**src/rtl/bcd_countdown_timer_if.sv**
```systemverilog
// Bus between the minute-adjust stage and the BCD countdown timer:
// load/start/stop controls in, live MM:SS time and status out.
interface bcd_countdown_timer_if;
    logic        load;
    logic [15:0] load_value;
    logic        start;
    logic        stop;
    logic [15:0] time_out;
    logic        running;
    logic        done;
    logic        sec_tick;
    logic        load_err;

    modport master (
        output load, load_value, start, stop,
        input  time_out, running, done, sec_tick, load_err
    );

    modport slave (
        input  load, load_value, start, stop,
        output time_out, running, done, sec_tick, load_err
    );
endinterface

```
**src/rtl/bcd_countdown_timer.sv**
```systemverilog
// MM:SS BCD countdown timer: loads a validated preset, decrements once per
// TICK_DIV clocks while running, and latches done at 00:00.
module bcd_countdown_timer #(
    parameter int unsigned TICK_DIV = 50_000_000
) (
    input logic                  clk,
    input logic                  reset,
    bcd_countdown_timer_if.slave bus
);
    localparam int unsigned PcntW = $clog2(TICK_DIV);
    localparam logic [PcntW-1:0] PcntMax = PcntW'(TICK_DIV - 1);

    typedef enum logic [1:0] {StIdle, StRun, StDone} state_e;

    state_e           r_state;
    logic [15:0]      r_time;
    logic [PcntW-1:0] r_pcnt;
    logic             r_sec_tick;
    logic             r_load_err;

    logic [15:0]      w_dec;
    logic             w_load_ok;
    logic             w_time_zero;
    logic             w_wrap;

    assign w_load_ok = (bus.load_value[15:12] <= 4'd9) && (bus.load_value[11:8] <= 4'd9) &&
                       (bus.load_value[7:4] <= 4'd5) && (bus.load_value[3:0] <= 4'd9);
    assign w_time_zero = (r_time == 16'h0000);
    assign w_wrap      = (r_pcnt == PcntMax);

    // Digit-serial borrow chain: each digit only moves when all lower digits were zero.
    always_comb begin
        w_dec = r_time;
        if (r_time[3:0] != 4'd0) begin
            w_dec[3:0] = r_time[3:0] - 4'd1;
        end else begin
            w_dec[3:0] = 4'd9;
            if (r_time[7:4] != 4'd0) begin
                w_dec[7:4] = r_time[7:4] - 4'd1;
            end else begin
                w_dec[7:4] = 4'd5;
                if (r_time[11:8] != 4'd0) begin
                    w_dec[11:8] = r_time[11:8] - 4'd1;
                end else begin
                    w_dec[11:8]  = 4'd9;
                    w_dec[15:12] = r_time[15:12] - 4'd1;
                end
            end
        end
    end

    always_ff @(posedge clk) begin
        if (reset) begin
            r_state    <= StIdle;
            r_time     <= 16'h0000;
            r_pcnt     <= '0;
            r_sec_tick <= 1'b0;
            r_load_err <= 1'b0;
        end else begin
            r_sec_tick <= 1'b0;
            r_load_err <= 1'b0;
            if (bus.load && w_load_ok) begin
                r_time  <= bus.load_value;
                r_state <= StIdle;
                r_pcnt  <= '0;
            end else begin
                // A rejected load is flagged, then start/stop proceed as if no load came.
                if (bus.load) begin
                    r_load_err <= 1'b1;
                end
                unique case (r_state)
                    StIdle: begin
                        if (bus.start && !w_time_zero) begin
                            r_state <= StRun;
                            r_pcnt  <= '0;
                        end
                    end
                    StRun: begin
                        if (bus.stop) begin
                            r_state <= StIdle;
                            r_pcnt  <= '0;
                        end else if (w_wrap) begin
                            r_pcnt <= '0;
                            if (!w_time_zero) begin
                                r_time     <= w_dec;
                                r_sec_tick <= 1'b1;
                                if (w_dec == 16'h0000) begin
                                    r_state <= StDone;
                                end
                            end
                        end else begin
                            r_pcnt <= r_pcnt + PcntW'(1);
                        end
                    end
                    StDone: begin
                    end
                    default: r_state <= StIdle;
                endcase
            end
        end
    end

    assign bus.time_out = r_time;
    assign bus.running  = (r_state == StRun);
    assign bus.done     = (r_state == StDone);
    assign bus.sec_tick = r_sec_tick;
    assign bus.load_err = r_load_err;
endmodule
```
**src/flat_wrapper.sv**
```systemverilog
// flat-port wrapper written by rule: the top's interface ports become plain ports
module bcd_countdown_timer_flat 
#(
    parameter int unsigned TICK_DIV = 50_000_000
)
  (clk, reset, bus_load, bus_load_value, bus_start, bus_stop, bus_time_out, bus_running, bus_done, bus_sec_tick, bus_load_err);
  bcd_countdown_timer_if bus_i ();
  input logic clk;
  input logic reset;
  input wire logic [$bits(bus_i.load)-1:0] bus_load;
  input wire logic [$bits(bus_i.load_value)-1:0] bus_load_value;
  input wire logic [$bits(bus_i.start)-1:0] bus_start;
  input wire logic [$bits(bus_i.stop)-1:0] bus_stop;
  output wire logic [$bits(bus_i.time_out)-1:0] bus_time_out;
  output wire logic [$bits(bus_i.running)-1:0] bus_running;
  output wire logic [$bits(bus_i.done)-1:0] bus_done;
  output wire logic [$bits(bus_i.sec_tick)-1:0] bus_sec_tick;
  output wire logic [$bits(bus_i.load_err)-1:0] bus_load_err;
  assign bus_i.load = bus_load;
  assign bus_i.load_value = bus_load_value;
  assign bus_i.start = bus_start;
  assign bus_i.stop = bus_stop;
  assign bus_time_out = bus_i.time_out;
  assign bus_running = bus_i.running;
  assign bus_done = bus_i.done;
  assign bus_sec_tick = bus_i.sec_tick;
  assign bus_load_err = bus_i.load_err;
  bcd_countdown_timer #(.TICK_DIV(TICK_DIV)) u_core (.clk(clk), .reset(reset), .bus(bus_i));
endmodule
```
**config.mk**
```make
export PLATFORM = sky130hd
export DESIGN_NAME = bcd_countdown_timer_flat
export DESIGN_NICKNAME = d
export VERILOG_FILES = /design/src/rtl/bcd_countdown_timer_if.sv /design/src/rtl/bcd_countdown_timer.sv /design/src/flat_wrapper.sv
export SDC_FILE = /design/constraint.sdc
export NUM_CORES = 1
export LEC_CHECK = 0
export ABC_AREA = 1
export BUFFER_PORTS_ARGS = -buffer_cell sky130_fd_sc_hd__buf_4
export CAP_MARGIN = 20
export CORE_MARGIN = 5
export CORE_UTILIZATION = 52
export CTS_CLUSTER_DIAMETER = 30
export DETAILED_ROUTE_END_ITERATION = 8
export PLACE_DENSITY = 0.76
export SLEW_MARGIN = 20
export SYNTH_ARGS = -nofsm -noshare
export SYNTH_HDL_FRONTEND = slang
export SYNTH_SLANG_ARGS = --single-unit
```
**constraint.sdc**
```tcl
create_clock -name clk -period 1.8 [get_ports clk]
set_input_delay 0.54 -clock clk [delete_from_list [all_inputs] [get_ports clk]]
set_output_delay 0.54 -clock clk [all_outputs]
set_load 0.02 [all_outputs]
```
# Word level (Yosys, flattened, before mapping)
# Index checks and enable logic that the tools add are counted.
# word_totals
reg_bits,46
inputBits,21
output_inout_bits,20
wordCells,69
# op_classes
add_sub_neg,5
n_lt_le_gt_ge,4
n_eq_ne,9
mux,23
bitwise,3
reduce_logical,20
# op_table
operator,count
16-bit 2-to-1 mux,5
26-bit 2-to-1 mux,3
26-bit case mux with 2 select lines,1
16-bit logical NOT,2
"26-bit by 1-bit adder with 26-bit output, second input constant",1
"26-bit equality test, second input constant",1
4-bit 2-to-1 mux,4
"4-bit by 1-bit subtractor with 4-bit output, second input constant",4
"4-bit <= comparator, second input constant",3
12-bit 2-to-1 mux,1
4-bit nonzero test,3
2-bit 2-to-1 mux,5
8-bit 2-to-1 mux,1
"3-bit by 2-bit inequality test with 1-bit output, second input constant",2
2-bit case mux with 3 select lines,1
2-bit nonzero test,3
1-bit logical AND,5
5-bit AND reduction,1
5-bit OR reduction,1
"4-bit by 3-bit <= comparator with 1-bit output, second input constant",1
"2-bit by 1-bit inequality test with 1-bit output, second input constant",2
4-bit AND reduction,1
"3-bit inequality test, second input constant",1
1-bit inverter,3
other kinds (8),9

# Logic depth before layout (Yosys ltp)
# logic_depth
depth_word,10
ltp_mapped,13
mapped_depth_nobuf,13

# Worst setup path after synthesis
# Ideal clock, no wire load.
# synth_timing
kind,reg-to-reg
startpoint,"register u_core.r_time[12], in the netlist u_core.bus.time_out[12]"
endpoint,register u_core.r_pcnt[6]
setup_ns,0.131
arrival_ns,1.729
required_ns,1.669
path_slack_ns,-0.060
stages_incl_launch_ff,12
n_path_buf,1
period_less_slack_ns,1.860
path_cell_list,dfxtp_1 -> inv_1 -> ha_1 -> nor3b_1 -> nand3_4 -> nand3_2 -> nand2_4 -> buf_4 -> nand2_1 -> nor2_1 -> a21oi_1 -> nor3_1
# synth_between
elab_chain_cells,5
# synth_lines
element,line,rtl
"start, declared",bcd_countdown_timer.sv:16,logic [15:0] r_time;
"start signal, assigned",bcd_countdown_timer.sv:63,r_time <= bus.load_value;
"start signal, assigned",bcd_countdown_timer.sv:85,r_time <= w_dec;
16-bit logical NOT,bcd_countdown_timer.sv:28,assign w_time_zero = (r_time == 16'h0000);
1-bit logical NOT,bcd_countdown_timer.sv:73,if (bus.start && !w_time_zero) begin
1-bit logical AND,bcd_countdown_timer.sv:73,
2-bit by 1-bit inequality test with 1-bit output (no line),-,
2-bit AND reduction (no line),-,
"end signal, assigned",bcd_countdown_timer.sv:92,r_pcnt <= r_pcnt + PcntW'(1);
"end, declared",bcd_countdown_timer.sv:17,logic [PcntW-1:0] r_pcnt;
# Every way passes these cells.
# A chain may end at the register's enable or synchronous reset.

# Final worst setup path
# layout_timing
startpoint,"register u_core.r_time[12], in the netlist u_core.bus.time_out[12]"
endpoint,register u_core.r_pcnt[15]
# Same word-level chain as after synthesis.

==> parameters.txt <==
Parameter                              Value

Worst setup path
  Launch point of the critical path ... u_core.bus.time_out[12]
  Type of element capturing the critical path ... flip-flop
  Slowest Stage Delay on Critical Path ... about 0.33 ns
  Max Fanout on Critical Path ... 6
  Critical R2R Launch ... u_core.bus.time_out[12]
  CP Class ... reg -> reg
  Number of cells on the worst reg-to-reg path ... 9
  Most common cell type on the critical path ... nand3_4
  Number of buffer and inverter instances along the worst setup path ... 2
  Master of the slowest instance on the critical path ... dfxtp_2
  End of the critical path ... u_core.r_pcnt[15]
  Critical register-to-register path endpoint ... u_core.r_pcnt[15]
  Critical-path cell list ... inv_1 -> ha_1 -> nor3b_4 -> nand3_4 -> nand3_4 -> nand2_4 -> buf_4 -> a21oi_2 -> o211a_1
  Setup slack of the most critical reg-to-reg path ... about 0.05 ns
  Critical path data required time ... ~2.1 ns
  Worst path depth ... 9
  Startpoint class of the critical path ... flip-flop
  Critical path data arrival time ... 2.02 ns
  Crit-path leading delay family ... compound AO/OA/AOI/OAI gates

Clocking
  Total CTS buffers ... 5
  Number of hold buffers added after CTS ... 0
  Clock root buffer ... clkbuf_8
  TritonCTS Sinks ... 46
  Buffer levels on the longest clock path ... 2
  TritonCTS clock tree ... built
  Clock-pin slew of the registers on the worst-case setup and hold paths ... ~0.090 ns
  CTS H-tree lvls ... 2
  Skew-Pair Late Insertion Delay ... between 0.3 and 0.4 ns

Yosys
  Number of synthesis warnings ... 0
  Seq/Total Area, Yosys ... about a third
  Cells after synthesis ... 427
  Post-synth ARST share ... 0%
  Count of unique library cells instantiated by Yosys ... 43
  Ys flop type ... dfxtp_1
  Number of synthesized flops with an enable pin ... 0
  Number of flip-flops and latches in the synthesized netlist ... 46
  Biggest area consumer among synthesized cells ... dfxtp_1
  Synth top area cells ... dfxtp_1, nand2_1, nor2_1, inv_1, a21oi_1
  Top-area cell type share of the netlist area ... 32.29%
  Net count after synthesis ... ~450
  Syn Std Cell Area ... around 0.0029 sq mm
  Post-Synthesis Mean Instance Area ... approximately 6.7 sq um

GRT
  Number of global-route vias before repair ... between 3,000 and 4,000
  Overall routing resource usage ... a little under a quarter
  Wire length of the first global-routing pass ... between 10,000 and 15,000 um
  Overflow left after global routing ... 0
  Initial antenna violation count ... 0
  Largest net degree at the start of global routing ... 15

Placement
  Post-place setup slack ... -0.1422 ns
  Placed wire-length estimate after detailed placement ... between 6000 and 7000 um
  Final weighted congestion in routability-driven placement ... approximately 0.88
  Placed Cells ... a little under 600
  Port Buf Inserts ... 40

Cells and area
  Final instance count without filler cells ... roughly 600
  Commonest non-fill, non-tap cell in the layout ... buf_4
  Fraction of final layout cells sized beyond drive strength 1 ... approximately a third
  Final antenna diode count ... 0
  Final nets ... roughly 560
  Utilization after layout ... between 70 and 80%
  P&R area growth vs syn ... 36.68%
  Commonest cells after routing, fill and taps aside ... buf_4, nand2_1, nor2_1
  Fill cells ... about 430

Timing
  Minimum clock period after layout ... 1.750 ns
  Slew headroom ... around three quarters
  Worst Tran Pin Value ... between 0.3 and 0.4 ns
  Portion of the clock cycle consumed by the worst path in the final layout ... a little over nine tenths
  Setup ws final ... roughly 0.050 ns
  Setup skew after layout ... 0.01032 ns
  Setup repair after global routing missed its margin ... yes
  Hold violation count in the final report ... 0
  Highest attainable clock frequency ... about 570 MHz
  Final-report setup violation count ... 0
  Max Transition Viols Final ... 0

Route
  First-pass detailed-route iteration total ... 6
  Post-detailed-route DRC marker count ... 0
  Wirelength per Cell ... between 10 and 15 um
  Metal-1 WL ... around 3700 um
  Routed vias/inst ... between 5 and 6
  Met3 Wirelength ... ~440 um
  Count of nets left with antenna violations after detail routing ... 0
  Wire length on met2 ... slightly below 4000 um
  Total number of vias ... between 3,000 and 4,000
  Number of DRC markers in iteration 0 ... between 200 and 300
  Max Used Layer ... met4
  Total detailed-routing wirelength ... between 8000 and 9000 um

Flow run
  Number of maximum-capacitance constraint violations ... 0

Min path
  HP Class ... in -> reg
  Start point of the worst min-delay path ... reset

Floorplanning
  Initial core utilization ... 52.75%
  Die height ... between 80 and 90 um
  Standard-cell row count ... 27
  Top-Level Pins ... between 40 and 50
  Core ar. ... 0.005405 sq mm
  X dimension of the die ... between 80 and 90 um
  Die Area ... 0.007064 sq mm

Power and ir drop
  PD cells ... about 600 mW/mm^2
  IR drop worst, VDD ... a little over 0.0005 V
  Total Power Consumption ... ~2.4 mW
  Leakage power of the design ... approximately 1.7 nW

Outcome
  Outcome ... complete, no violations
-- worst reg2reg max path: cells and delay by family (launching register included) --
family,cells,cell delay (ns)
compound gates,2,0.51
fa+ha+maj,1,0.14
buf+inv,2,0.25
flops,1,0.33
simple gates,4,0.48
-- cell type report --
type / count / area [sq um] / area share, %
Timing Repair Buffer: 103 / 789.5 / 20.26
Multi-Input combinational cell: 322 / 1790 / 45.94
Clock buffer: 7 / 86.33 / 2.215
Tap cell: 72 / 90.09 / 2.311
Sequential cell: 46 / 925.9 / 23.76
Clock inverter: 1 / 5.005 / 0.1284
Inverter: 55 / 210.2 / 5.393
-- routing by layer --
layer,up-vias,global-route usage [%]
li1,1615,-
met1,1465,29.10
met4,0,9.942
met5,-,0
met2,111,38.52
met3,24,3.159
-- where the power goes --
group          switching [mW]  internal [mW]  total, mW
logic                   0.365          0.276      0.640
clock network           0.381          0.311      0.692
registers              0.0115           1.03       1.04
total                   0.757           1.62       2.38
-- flip-flops by register name, summed over array words and instances, names as in the netlist --
| name | count |
|---|---|
| u_core.bus.load_err | 1 |
| u_core.bus.sec_tick | 1 |
| u_core.bus.time_out | 16 |
| u_core.r_pcnt | 26 |
| u_core.r_state | 2 |
-- worst min path at each step --
stage / slack (ns) / cells after the start / endpoint
detailed placement: 0.49 / 2 / u_core.r_pcnt[4]
CTS: 0.40 / 2 / u_core.bus.time_out[15]
global route: 0.40 / 2 / u_core.bus.time_out[15]
finish: 0.40 / 2 / u_core.bus.time_out[15]
global placement: 0.48 / 2 / u_core.r_pcnt[1]
floorplan: 0.45 / 2 / u_core.r_pcnt[1]
-- synth_stat cells, types with 2 or more instances --
library cell / count
buf_6: 2
o21ai_1: 11
nand2_2: 3
nor2_4: 6
a211oi_2: 3
xor2_1: 3
nor3_2: 5
nand4_1: 6
nand2_4: 3
a21oi_1: 26
a211oi_1: 2
clkbuf_1: 2
a31oi_1: 2
nor4_1: 5
nand3_2: 3
nor2_2: 5
inv_2: 3
nand3_1: 21
inv_1: 51
buf_4: 2
ha_1: 3
nor2_1: 75
o21ai_0: 22
nor3_1: 11
and3_1: 2
nand2_1: 88
dfxtp_1: 46
-- metrics by stage --
stage | setup TNS (ns) | hold WS, ns | area (sq um)
after floorplan | 0 | 0.4527 | 2863
after global placement | -0.8657 | 0.4795 | 3628
after detailed placement | -1.280 | 0.4924 | 3628
after CTS | -0.03103 | 0.4032 | 3752
after global routing | -0.1443 | 0.4016 | 3897
final | 0 | 0.4034 | 3897
-- timing repair --
item | CTS | global route
gates cloned | 1 | 1
pin swaps | 2 | 12
buffers inserted | 1 | 6
endpoints found under the setup margin | 21 | 41
resized for setup | 4 | 23
-- kinds of logic (layout without fill, tap and decap cells) --
group / count (synthesis) / count (layout) / share of synthesized area, %
AOI/OAI and AO/OA: 74 / 76 / 15.36
xor gates and xnor gates: 3 / 3 / 0.9216
adders and majority gates: 3 / 3 / 1.317
buffers and inverters: 61 / 166 / 8.863
DFF: 46 / 46 / 32.29
and+or+nand+nor: 240 / 240 / 41.25
(Power assumes the default switching activity.)
